`src/rtl/multicycle_ctrl.sv`:
```
`default_nettype none
// ============================================================================
//  Module   : multicycle_ctrl
//  Purpose  : Multi-cycle FSM controller for the shared MIPS datapath. Walks
//             one instruction at a time through FETCH/DECODE/execute/writeback
//             states, waits on the memory ready handshake and halts the core
//             if memory fails to answer within MEM_TIMEOUT cycles.
//  Ports    : clk, reset (sync, active-low)
//             OpCode/Funct  - instruction fields from the IR
//             Zero          - ALU zero flag (beq decision)
//             mem_ready     - memory completes the current access this cycle
//             PCEn..PCSource - datapath control strobes
//             instr_done    - pulse in the last state of an instruction
//             illegal       - pulse when DECODE sees an unsupported op
//             halted        - high while in HALT
//             state         - current state (debug)
//  Revision : 1.0  initial release
// ============================================================================
module multicycle_ctrl #(
    parameter int MEM_TIMEOUT = 16
) (
    input  logic       clk,
    input  logic       reset,
    input  logic [5:0] OpCode,
    input  logic [5:0] Funct,
    input  logic       Zero,
    input  logic       mem_ready,
    output logic       PCEn,
    output logic       IorD,
    output logic       IRWrite,
    output logic       MemRead,
    output logic       MemWrite,
    output logic [1:0] RegDest,
    output logic [1:0] MemtoReg,
    output logic       RegWrite,
    output logic       ALUSrcA,
    output logic [1:0] ALUSrcB,
    output logic [2:0] ALUOp,
    output logic       ExtOp,
    output logic [1:0] PCSource,
    output logic       instr_done,
    output logic       illegal,
    output logic       halted,
    output logic [3:0] state
);

    typedef enum logic [3:0] {
        S_FETCH  = 4'd0,
        S_DECODE = 4'd1,
        S_MEMADR = 4'd2,
        S_MEMRD  = 4'd3,
        S_MEMWB  = 4'd4,
        S_MEMWR  = 4'd5,
        S_EXEC_R = 4'd6,
        S_RWB    = 4'd7,
        S_EXEC_I = 4'd8,
        S_IWB    = 4'd9,
        S_BRANCH = 4'd10,
        S_JUMP   = 4'd11,
        S_HALT   = 4'd15
    } state_t;

    localparam logic [5:0] c_OP_RTYPE = 6'b000000;
    localparam logic [5:0] c_OP_ORI   = 6'b001101;
    localparam logic [5:0] c_OP_LUI   = 6'b001111;
    localparam logic [5:0] c_OP_LW    = 6'b100011;
    localparam logic [5:0] c_OP_SW    = 6'b101011;
    localparam logic [5:0] c_OP_BEQ   = 6'b000100;
    localparam logic [5:0] c_OP_J     = 6'b000010;
    localparam logic [5:0] c_OP_JAL   = 6'b000011;
    localparam logic [5:0] c_FN_ADDU  = 6'b100001;
    localparam logic [5:0] c_FN_SUBU  = 6'b100011;
    localparam logic [5:0] c_FN_JR    = 6'b001000;

    // Last count value before timing out: the MEM_TIMEOUT-th idle cycle halts.
    localparam logic [7:0] c_WAIT_LAST = 8'(MEM_TIMEOUT - 1);

    state_t     state_q, state_d;
    logic [7:0] wait_q, wait_d;

    logic w_addu, w_subu, w_jr, w_ori, w_lui, w_lw, w_sw, w_beq, w_j, w_jal;
    logic w_mem_wait_state;

    assign w_addu = (OpCode == c_OP_RTYPE) && (Funct == c_FN_ADDU);
    assign w_subu = (OpCode == c_OP_RTYPE) && (Funct == c_FN_SUBU);
    assign w_jr   = (OpCode == c_OP_RTYPE) && (Funct == c_FN_JR);
    assign w_ori  = (OpCode == c_OP_ORI);
    assign w_lui  = (OpCode == c_OP_LUI);
    assign w_lw   = (OpCode == c_OP_LW);
    assign w_sw   = (OpCode == c_OP_SW);
    assign w_beq  = (OpCode == c_OP_BEQ);
    assign w_j    = (OpCode == c_OP_J);
    assign w_jal  = (OpCode == c_OP_JAL);

    assign w_mem_wait_state = (state_q == S_FETCH) || (state_q == S_MEMRD) ||
                              (state_q == S_MEMWR);

    // Next state and wait counter
    always_comb begin
        state_d = state_q;
        wait_d  = 8'd0;
        case (state_q)
            S_FETCH:  state_d = S_DECODE;
            S_DECODE: begin
                if (w_addu || w_subu)          state_d = S_EXEC_R;
                else if (w_ori || w_lui)       state_d = S_EXEC_I;
                else if (w_lw || w_sw)         state_d = S_MEMADR;
                else if (w_beq)                state_d = S_BRANCH;
                else if (w_j || w_jal || w_jr) state_d = S_JUMP;
                else                           state_d = S_FETCH;
            end
            S_MEMADR: begin
                if (w_lw)      state_d = S_MEMRD;
                else if (w_sw) state_d = S_MEMWR;
                else           state_d = S_FETCH;
            end
            S_MEMRD:  state_d = S_MEMWB;
            S_MEMWR:  state_d = S_FETCH;
            S_EXEC_R: state_d = S_RWB;
            S_EXEC_I: state_d = S_IWB;
            S_HALT:   state_d = S_HALT;
            default:  state_d = S_FETCH;
        endcase

        // Memory states hold until ready; ready on the limit cycle still wins.
        if (w_mem_wait_state && !mem_ready) begin
            if (wait_q == c_WAIT_LAST) begin
                state_d = S_HALT;
            end else begin
                state_d = state_q;
                wait_d  = wait_q + 8'd1;
            end
        end
    end

    always_ff @(posedge clk) begin
        if (!reset) begin
            state_q <= S_FETCH;
            wait_q  <= 8'd0;
        end else begin
            state_q <= state_d;
            wait_q  <= wait_d;
        end
    end

    // Moore decode of the state register; everything is forced low in reset.
    always_comb begin
        PCEn       = 1'b0;
        IorD       = 1'b0;
        IRWrite    = 1'b0;
        MemRead    = 1'b0;
        MemWrite   = 1'b0;
        RegDest    = 2'b00;
        MemtoReg   = 2'b00;
        RegWrite   = 1'b0;
        ALUSrcA    = 1'b0;
        ALUSrcB    = 2'b00;
        ALUOp      = 3'b000;
        ExtOp      = 1'b0;
        PCSource   = 2'b00;
        instr_done = 1'b0;
        illegal    = 1'b0;
        halted     = 1'b0;
        if (reset) begin
            case (state_q)
                S_FETCH: begin
                    MemRead = 1'b1;
                    ALUSrcB = 2'b01;
                    IRWrite = mem_ready;
                    PCEn    = mem_ready;
                end
                S_DECODE: begin
                    // Precompute the branch target into ALUOut.
                    ALUSrcB = 2'b11;
                    ExtOp   = 1'b1;
                    illegal = !(w_addu || w_subu || w_ori || w_lui || w_lw ||
                                w_sw || w_beq || w_j || w_jal || w_jr);
                end
                S_MEMADR: begin
                    ALUSrcA = 1'b1;
                    ALUSrcB = 2'b10;
                    ExtOp   = 1'b1;
                end
                S_MEMRD: begin
                    MemRead = 1'b1;
                    IorD    = 1'b1;
                end
                S_MEMWB: begin
                    RegWrite   = 1'b1;
                    MemtoReg   = 2'b01;
                    instr_done = 1'b1;
                end
                S_MEMWR: begin
                    MemWrite   = 1'b1;
                    IorD       = 1'b1;
                    instr_done = mem_ready;
                end
                S_EXEC_R: begin
                    ALUSrcA = 1'b1;
                    ALUOp   = w_subu ? 3'b001 : 3'b000;
                end
                S_RWB: begin
                    RegWrite   = 1'b1;
                    RegDest    = 2'b01;
                    instr_done = 1'b1;
                end
                S_EXEC_I: begin
                    ALUSrcA = 1'b1;
                    ALUSrcB = 2'b10;
                    ALUOp   = w_lui ? 3'b011 : 3'b010;
                end
                S_IWB: begin
                    RegWrite   = 1'b1;
                    instr_done = 1'b1;
                end
                S_BRANCH: begin
                    ALUSrcA    = 1'b1;
                    ALUOp      = 3'b001;
                    PCSource   = 2'b01;
                    PCEn       = Zero;
                    instr_done = 1'b1;
                end
                S_JUMP: begin
                    PCEn       = 1'b1;
                    PCSource   = w_jr ? 2'b11 : 2'b10;
                    instr_done = 1'b1;
                    if (w_jal) begin
                        // Link address is the already-incremented PC.
                        RegWrite = 1'b1;
                        RegDest  = 2'b10;
                        MemtoReg = 2'b10;
                    end
                end
                S_HALT:  halted = 1'b1;
                default: ;
            endcase
        end
    end

    assign state = reset ? state_q : 4'd0;

endmodule
`default_nettype wire

```
`config.mk`:
```
export PLATFORM = sky130hd
export DESIGN_NAME = multicycle_ctrl
export DESIGN_NICKNAME = d
export VERILOG_FILES = /design/src/rtl/multicycle_ctrl.sv
export SDC_FILE = /design/constraint.sdc
export NUM_CORES = 1
export LEC_CHECK = 0
export CAP_MARGIN = 20
export CORE_MARGIN = 4
export CORE_UTILIZATION = 40
export CTS_CLUSTER_SIZE = 25
export DETAILED_ROUTE_END_ITERATION = 16
export DONT_BUFFER_PORTS = 1
export GPL_TIMING_DRIVEN = 0
export MAX_ROUTING_LAYER = met4
export PLACE_DENSITY = 0.54
export SYNTH_ARGS = -nofsm -noshare
export SYNTH_HDL_FRONTEND = slang
export SYNTH_SLANG_ARGS = --single-unit
export TNS_END_PERCENT = 20
```
`constraint.sdc`:
```
create_clock -name clk -period 3 [get_ports clk]
set_input_delay 0.3 -clock clk [delete_from_list [all_inputs] [get_ports clk]]
set_output_delay 0.3 -clock clk [all_outputs]
set_load 0.005 [all_outputs]
```
; ---- After elaboration in Yosys (flattened, before gate mapping)
; Cells that the tools add are included.
[classes]
add_sub_neg = 1
muxes = 48
eq_ne = 24
reduce_logical = 31
n_bitwise = 2
[op_table]
columns = op, n
row1 = 4-bit two-way mux, 8
row2 = 4-bit case mux with 7 select lines, 1
row3 = "6-bit equality test, second input constant", 4
row4 = 1-bit two-way mux, 23
row5 = "4-bit equality test, second input constant", 5
row6 = "6-bit by 4-bit equality test with 1-bit output, second input constant", 3
row7 = "4-bit by 3-bit equality test with 1-bit output, second input constant", 4
row8 = 1-bit logical OR, 15
row9 = "6-bit by 2-bit equality test with 1-bit output, second input constant", 2
row10 = 2-bit two-way mux, 6
row11 = 2-bit case mux with 2 select lines, 3
row12 = 2-bit case mux with 3 select lines, 2
row13 = "8-bit by 1-bit adder with 8-bit output, second input constant", 1
row14 = "4-bit by 2-bit equality test with 1-bit output, second input constant", 2
row15 = "8-bit by 4-bit equality test with 1-bit output, second input constant", 1
row16 = 2-bit OR reduction, 4
row17 = "6-bit by 3-bit equality test with 1-bit output, second input constant", 1
row18 = 6-bit zero test, 1
row19 = 3-bit two-way mux, 2
row20 = 3-bit OR reduction, 2
row21 = 5-bit OR reduction, 1
row22 = "4-bit by 1-bit equality test with 1-bit output, second input constant", 1
row23 = 1-bit logical AND, 4
row24 = 4-bit zero test, 1
row25 = 6 further kinds, 9
[totals]
word_cells = 108
input_bits = 16
out_inout_bits = 26
reg_bits = 12

; ---- Longest topological paths before layout
; Gate-level depths: netlist of the first run.
[logic_depth]
depth_word = 14
depth_mapped = 7
mapped_depth_nobuf = 5

; ---- Worst setup path after synthesis of the first run
; Ideal clock, no wire load.
[synth_timing]
path_kind = in2out
start = input port OpCode[2]
end = output port ALUOp[0]
n_path_buf = 0
required_ns = 2.700
setup_slack_ns = 1.024
arrival_time_ns = 1.676
stages = 4
path_cell_list = or4_4 > or3_4 > or3_1 > a21oi_2
[synth_between]
elab_chain_cells = 5
elab_cells_between_ends = 7
cone_classes = eq/ne (1) / mux (4) / reduce/logical (2)
[synth_rtl]
columns = element, line
row1 = from (decl), 24  ; input logic [5:0] OpCode,
row2 = 6-bit zero test, 85  ; assign w_subu = (OpCode == c_OP_RTYPE) && (Funct == c_FN_SUBU);
row3 = 1-bit logical AND, 85
row4 = 1-bit two-way mux, 200  ; ALUOp = w_subu ? 3'b001 : 3'b000;
row5 = 2-bit case mux with 3 select lines *, 165  ; case (state_q)
row6 = 2-bit two-way mux *, 164  ; if (reset) begin
row7 = to (decl), 38  ; output logic [2:0] ALUOp,
; Mark *: on every way between the ends. The rest lies on a longest branch, timed or not.

; ---- Final worst setup path of the first run
[layout_timing]
start = register state_q[0]
end = output port RegWrite
[layout_between]
elab_chain_cells = 4
elab_cells_between_ends = 7
cone_classes = eq/ne (4) / mux (2) / reduce/logical (1)
[layout_rtl]
columns = element, line
row1 = from (decl), 78  ; state_t state_q, state_d;
row2 = from (signal assigned), 141  ; state_q <= state_d;
row3 = 4-bit equality test or 4-bit by 3-bit equality test with 1-bit output (tied branches), 165
row4 = 3-bit OR reduction (no source line), -
row5 = 1-bit case mux with 2 select lines *, 165
row6 = 1-bit two-way mux *, 164
row7 = to (decl), 35  ; output logic RegWrite,
; Marks and branches as above.

==> results of run 1 <==
layout make-up:
class                      instances  area [um2]
clock buffer                       4        36.3
multi-input combinational        130         800
tap                               31        38.8
fill                             300        1520
buffer                            12        76.3
inverter                           6        22.5
sequential                        12         240
worst register-to-register path: stages, from the launching register on:
cell and delay (ns):
dfxtp_1 0.33, buf_1 0.22, nor2_1 0.40, nand2_1 0.17, or4_1 0.51, a22oi_1 0.18, a21o_1 0.11
cells by family after synthesis:
family                     count (synthesis)  synth area share
AOI/OAI and AO/OA                         33             0.201
xor gates and xnor gates                   8            0.0615
adders and majority gates                  1            0.0110
buffers and inverters                     18            0.0868
DFF                                       12             0.211
muxes                                      2            0.0187
other                                      1           0.00329
and+or+nand+nor                           85             0.407
power breakdown:
| part | switching, mW | internal [mW] | total, mW |
|---|---|---|---|
| Combinational | 0.409 | 0.245 | 0.654 |
| Sequential | 0.0163 | 0.191 | 0.207 |
| Clock | 0.0512 | 0.0737 | 0.125 |
state kept, by name (all words and copies together), names as in the netlist:
| register | flops |
|---|---|
| state_q | 4 |
| wait_q | 8 |
cell usage after synthesis (2+ instances only):
cell / count
dfxtp_1: 12
nand2_1: 12
nor2_1: 22
or2_2: 2
xor2_1: 4
a21oi_1: 8
nor4_1: 6
a211oi_1: 2
or3_1: 2
clkbuf_1: 7
nand3b_1: 2
nor3b_1: 2
clkbuf_8: 2
nor4b_1: 2
o221a_1: 2
nand3_1: 8
nand2b_1: 5
or4_1: 2
xnor2_1: 4
o211ai_1: 3
inv_1: 5
a22oi_1: 3
o21a_1: 2
o21ai_0: 4
and2_1: 3
nor3_1: 8
a21o_1: 4
worst paths after layout:
check                           startpoint         end  slack [ns]
worst max-delay path            state_q[0]    RegWrite        0.74
worst min-delay path             OpCode[0]  state_q[3]        0.37
worst max register to register  state_q[0]  state_q[1]        1.01
worst min register to register   wait_q[0]   wait_q[0]        0.47
stage by stage:
stage | hold slack (ns) | cell area, um2 | power, mW
after floorplan | 0.418 | 1140 | 0.725
after detailed placement | 0.459 | 1180 | 0.857
final | 0.368 | 1210 | 0.986
after global placement | 0.431 | 1180 | 0.850
after CTS | 0.347 | 1210 | 0.988
after global routing | 0.363 | 1210 | 1.07
metal layers:
metal,routed length (um),share of wire,track usage,vias up
met5,0,0,-,-
met4,0,0,0.0364,0
met3,192,0.063,0.0377,0
met2,1390,0.46,0.275,48
met1,1460,0.48,0.248,520
li1,-,-,-,587
==> results.toml, run 1 <==
[detailed_routing]
drtIter0Drc = 40
ant_nets = 0
finalWirelength_mm = 3.04
dr_total_vias = 1155
drt-pass1-iter-count = 4
viasPerCell = 5.92
wire_per_inst_um = 15.6
drt_drc_violations_left = 0

[timing]
fmax_mhz = 442
setup_ws_ns = 0.736
min_period_ns = 2.26
fin_tns_setup_ns = 0
slew-limit-headroom = 0.625
finalCritPeriodShare = 0.755
fin_skew_ns = 0.00453
tightest_slew_ns = 0.549
final_hold_viol_count = 0
drv_slew = 0
rsz0062_at_grt = "no"
setup_viol = 0

[cts]
root_buffer = "clkbuf_4"
clk_pin_slew_worst_paths_ns = 0.07
cts_buffer_depth = 2
cts_resized = 0
cts.sinks = 12
ctsHoldBuffers = 0
htreeDepth = 1
clk_latency_ns = 0.27
cts_setup_buffers = 0
cts_buffers = 3
cts_tree = "done"

[placed_design]
dp.cells = 191
hpwl_mm = 2.37
port_buffers = 0
dp_slack_ns = 0.963
place.gp.congestion = 0.879

[logic_synthesis]
yosysSeqAreaShare = 0.211
synth-async-reset-ratio = 0
synth_top_cell_by_area = "dfxtp_1"
syn_area_per_cell_um2 = 7.12
synth_cell_types = 49
synth-seq-cells = 12
netlist_instances = 160
synth-edff-count = 0
ys_warn_count = 0
syn-num-nets = 177
synth.area.top_cells = "dfxtp_1 (21%), nor2_1 (7.3%), nand2_1 (4.0%)"
syn_area_um2 = 1140
synth-main-ff-cell = "dfxtp_1"
synth_top_area_frac = 0.211

[worst_setup_path]
worst_ep_required_time_ns = 2.70
worst-path-stages = 5
path_delay_family = "simple AND/OR/NAND/NOR gates"
cpPeakStageDelay_ns = 0.43
path_cells = "buf_1, and2_1, nand2_1, nor4_1, a21o_1"
crit_path_start_kind = "register"
worst-path-buf-inv = 1
cp_slowest_cell = "nor4_1"
crit_type = "reg2out"
endpoint_kind = "output port"
path_max_fanout = 10
cp.arrival_ns = 1.96
worst_r2r_path_depth = 6

[min_path]
hold_path.class = "in2reg"
min_path_cells = 3

[finish]
n_antenna_cell = 0
post_route_cells_drive_above_1_share = 0.0915
layout_common_cells = "nor2_1 (22), nand2_1 (12), dfxtp_1 (12)"
syn2layout_area_growth_pct = 6.59
fin_cells = 195
fin_nets = 182
utilization = 0.444
final_common_cell = "nor2_1"

[die]
rows = 19
start_util = 0.416
dieArea_um2 = 3760
die_w_um = 61.4
io_pins = 42
die_h_um = 61.4
coreArea_um2 = 2730

[global_routing]
grt_pass1_wl_mm = 5.04
overflow = 0
track_usage = 0.181
grt_start_max_net_pins = 11
grt_pass1_vias = 1101
antenna_found_initial = 0

[flow_run]
max-cap-violations = 0

[power]
total_leakage_power_nw = 0.411
max-vdd-ir-drop_mv = 0.445
p_per_area_nw_per_um2 = 813

[run_status]
run_status = "finished, final reports clean"
Power figures use the tool's default switching activity.
==> run 2, diff against run 1 <==
--- a/config.mk
+++ b/config.mk
@@ -13,7 +13,7 @@
 export DONT_BUFFER_PORTS = 1
 export GPL_TIMING_DRIVEN = 0
 export MAX_ROUTING_LAYER = met4
-export PLACE_DENSITY = 0.54
+export PLACE_DENSITY = 0.56
 export SYNTH_ARGS = -nofsm -noshare
 export SYNTH_HDL_FRONTEND = slang
 export SYNTH_SLANG_ARGS = --single-unit
==> constraint.sdc (replaced) <==
create_clock -name clk -period 2 [get_ports clk]
set_input_delay 0.2 -clock clk [delete_from_list [all_inputs] [get_ports clk]]
set_output_delay 0.2 -clock clk [all_outputs]
set_load 0.005 [all_outputs]
==> run 2 against run 1 <==
Effect of this change: sequential cell count stayed put; worst setup slack got worse by 0.63 ns; sequential power is 61% higher; clock skew decreased by 0.0017 ns; via count is 3.0% higher; count of clock-buffer cells in the layout is 1 lower; non-clock buffer count down 1; cell area rose by 1.0%; first-iteration DRC count increased by 35%; highest routed layer is now met4.
==> results.toml, run 2 (synthesis gave the netlist of run 1 again) <==
[finish]
post_route_cells_drive_above_1_share = 0.130
fin_nets = 181
final_common_cell = "nor2_1"
syn2layout_area_growth_pct = 7.69
biggestRegsByFlops = "wait_q (8), state_q (4)"
registers.top_by_ff_count = "wait_q"
utilization = 0.449
n_antenna_cell = 0
largest_reg_flops = 8
layout_common_cells = "nor2_1 (21), nand2_1 (12), dfxtp_1 (12), nand3_1 (8), a21oi_1 (8)"

[flow_run]
max-cap-violations = 0

[detailed_routing]
drtIter0Drc = 54
viasPerCell = 6.17
finalWirelength_mm = 2.98
drt-pass1-iter-count = 4
wire_per_inst_um = 15.4
ant_nets = 0
dr_total_vias = 1190
drt_drc_violations_left = 0

[timing]
min_period_ns = 1.89
rsz0062_at_grt = "no"
setup_ws_ns = 0.110
final_hold_viol_count = 0
fmax_mhz = 529
fin_tns_setup_ns = 0
drv_slew = 0
whs_ns = 0.271
tightest_slew_ns = 0.579
finalCritPeriodShare = 0.945
fin_skew_ns = 0.00279
slew-limit-headroom = 0.604
setup_viol = 0

[run_status]
run_status = "finished, final reports clean"

[global_routing]
grt_pass1_wl_mm = 4.95
grt_pass1_vias = 1136
grt_start_max_net_pins = 11
overflow = 0
track_usage = 0.177
antenna_found_initial = 0

[die]
die_h_um = 61.4
rows = 19
io_pins = 42
die_w_um = 61.4
coreArea_um2 = 2730
start_util = 0.416
dieArea_um2 = 3760

[worst_setup_path]
path_max_fanout = 10
worst_ep_required_time_ns = 1.80
endpoint_kind = "output port"
crit_path_start_kind = "register"
cp.arrival_ns = 1.69
crit_type = "reg2out"

[placed_design]
hpwl_mm = 2.30
dp_slack_ns = 0.0107
place.gp.congestion = 0.872
port_buffers = 0

[power]
swShare = 0.490
p_int_uw = 740
clockPowerShare = 0.096
combPwrFrac = 0.674
p_sw_uw = 711
p_per_area_nw_per_um2 = 1180
p_seq_frac = 0.229
total_leakage_power_nw = 0.430
max-vdd-ir-drop_mv = 0.791

[cts]
cts_buffer_depth = 2
cts_tree = "done"
cts_setup_buffers = 0
clk_pin_slew_worst_paths_ns = 0.07
root_buffer = "clkbuf_4"
cts.sinks = 12
cts_buffers = 3
clk_latency_ns = 0.26
htreeDepth = 1

[min_path]
hold_path.class = "in2reg"
## run 2: power groups by stage
| stage | combinational (mW) | sequential [mW] | clock [mW] |
|---|---|---|---|
| after floorplan | 0.776 | 0.312 | 0 |
| after global placement | 0.953 | 0.315 | 0 |
| after detailed placement | 0.957 | 0.316 | 0 |
| after CTS | 0.975 | 0.310 | 0.146 |
| after global routing | 1.09 | 0.339 | 0.160 |
| final | 0.978 | 0.333 | 0.140 |
## run 2: critical path, stage by stage (launching register included)
cell and delay, ns:
dfxtp_1 0.32, clkbuf_8 0.16, clkbuf_1 0.39, nor2_1 0.09, a2111oi_0 0.46
## run 2: layout make-up
type                       instances  area, um2
buffer                            11       80.1
clock buffer                       3       22.5
fill                             281       1510
inverter                           6       22.5
multi-input combinational        130        822
sequential                        12        240
tap                               31       38.8
## run 2: repair_timing
| action | in CTS | in global routing |
|---|---|---|
| hold buffers | 0 | 0 |
| resized for setup | 4 | 7 |
| setup endpoints to repair | 7 | 7 |
## run 2: stage by stage
| step | instances | power [mW] | area, um2 |
|---|---|---|---|
| after floorplan | 160 | 1.09 | 1140 |
| after global placement | 191 | 1.27 | 1180 |
| after detailed placement | 191 | 1.27 | 1180 |
| after CTS | 194 | 1.43 | 1210 |
| after global routing | 193 | 1.59 | 1230 |
| final | 193 | 1.45 | 1230 |
## run 2: routing by layer
metal | track usage | share of wire | vias to the layer above
met5 | - | 0 | -
met3 | 0.0314 | 0.068 | 4
met1 | 0.234 | 0.44 | 551
met4 | 0.0697 | 0.010 | 0
li1 | - | - | 584
met2 | 0.266 | 0.48 | 51
## run 2: final timing paths
path         startpoint         end  slack [ns]  depth (start not counted)
min           OpCode[0]  state_q[3]        0.27                          3
max reg2reg  state_q[0]  state_q[1]        0.19                          6
min reg2reg   wait_q[0]   wait_q[0]        0.46                          1
max          state_q[1]     ALUSrcA        0.11                          4
==> run 3, diff against run 2 <==
--- a/config.mk
+++ b/config.mk
@@ -13,7 +13,7 @@
 export DONT_BUFFER_PORTS = 1
 export GPL_TIMING_DRIVEN = 0
 export MAX_ROUTING_LAYER = met4
-export PLACE_DENSITY = 0.56
+export PLACE_DENSITY = 0.54
 export SYNTH_ARGS = -nofsm -noshare
 export SYNTH_HDL_FRONTEND = slang
 export SYNTH_SLANG_ARGS = --single-unit
==> constraint.sdc (replaced) <==
create_clock -name clk -period 2.4 [get_ports clk]
set_input_delay 0.24 -clock clk [delete_from_list [all_inputs] [get_ports clk]]
set_output_delay 0.24 -clock clk [all_outputs]
set_load 0.005 [all_outputs]
==> results of run 3 <==
The final DEF is identical to that of run 1. Status: finished, final reports clean.
Among the figures that moved: setup slack after placement 0.963 ns -> 0.455 ns; setup slack after layout 0.736 ns -> 0.196 ns; hold slack 0.368 ns -> 0.308 ns; register-to-register setup slack 1.01 ns -> 0.41 ns; total power 0.986 mW -> 1.23 mW; worst IR drop on VDD 0.445 mV -> 0.556 mV
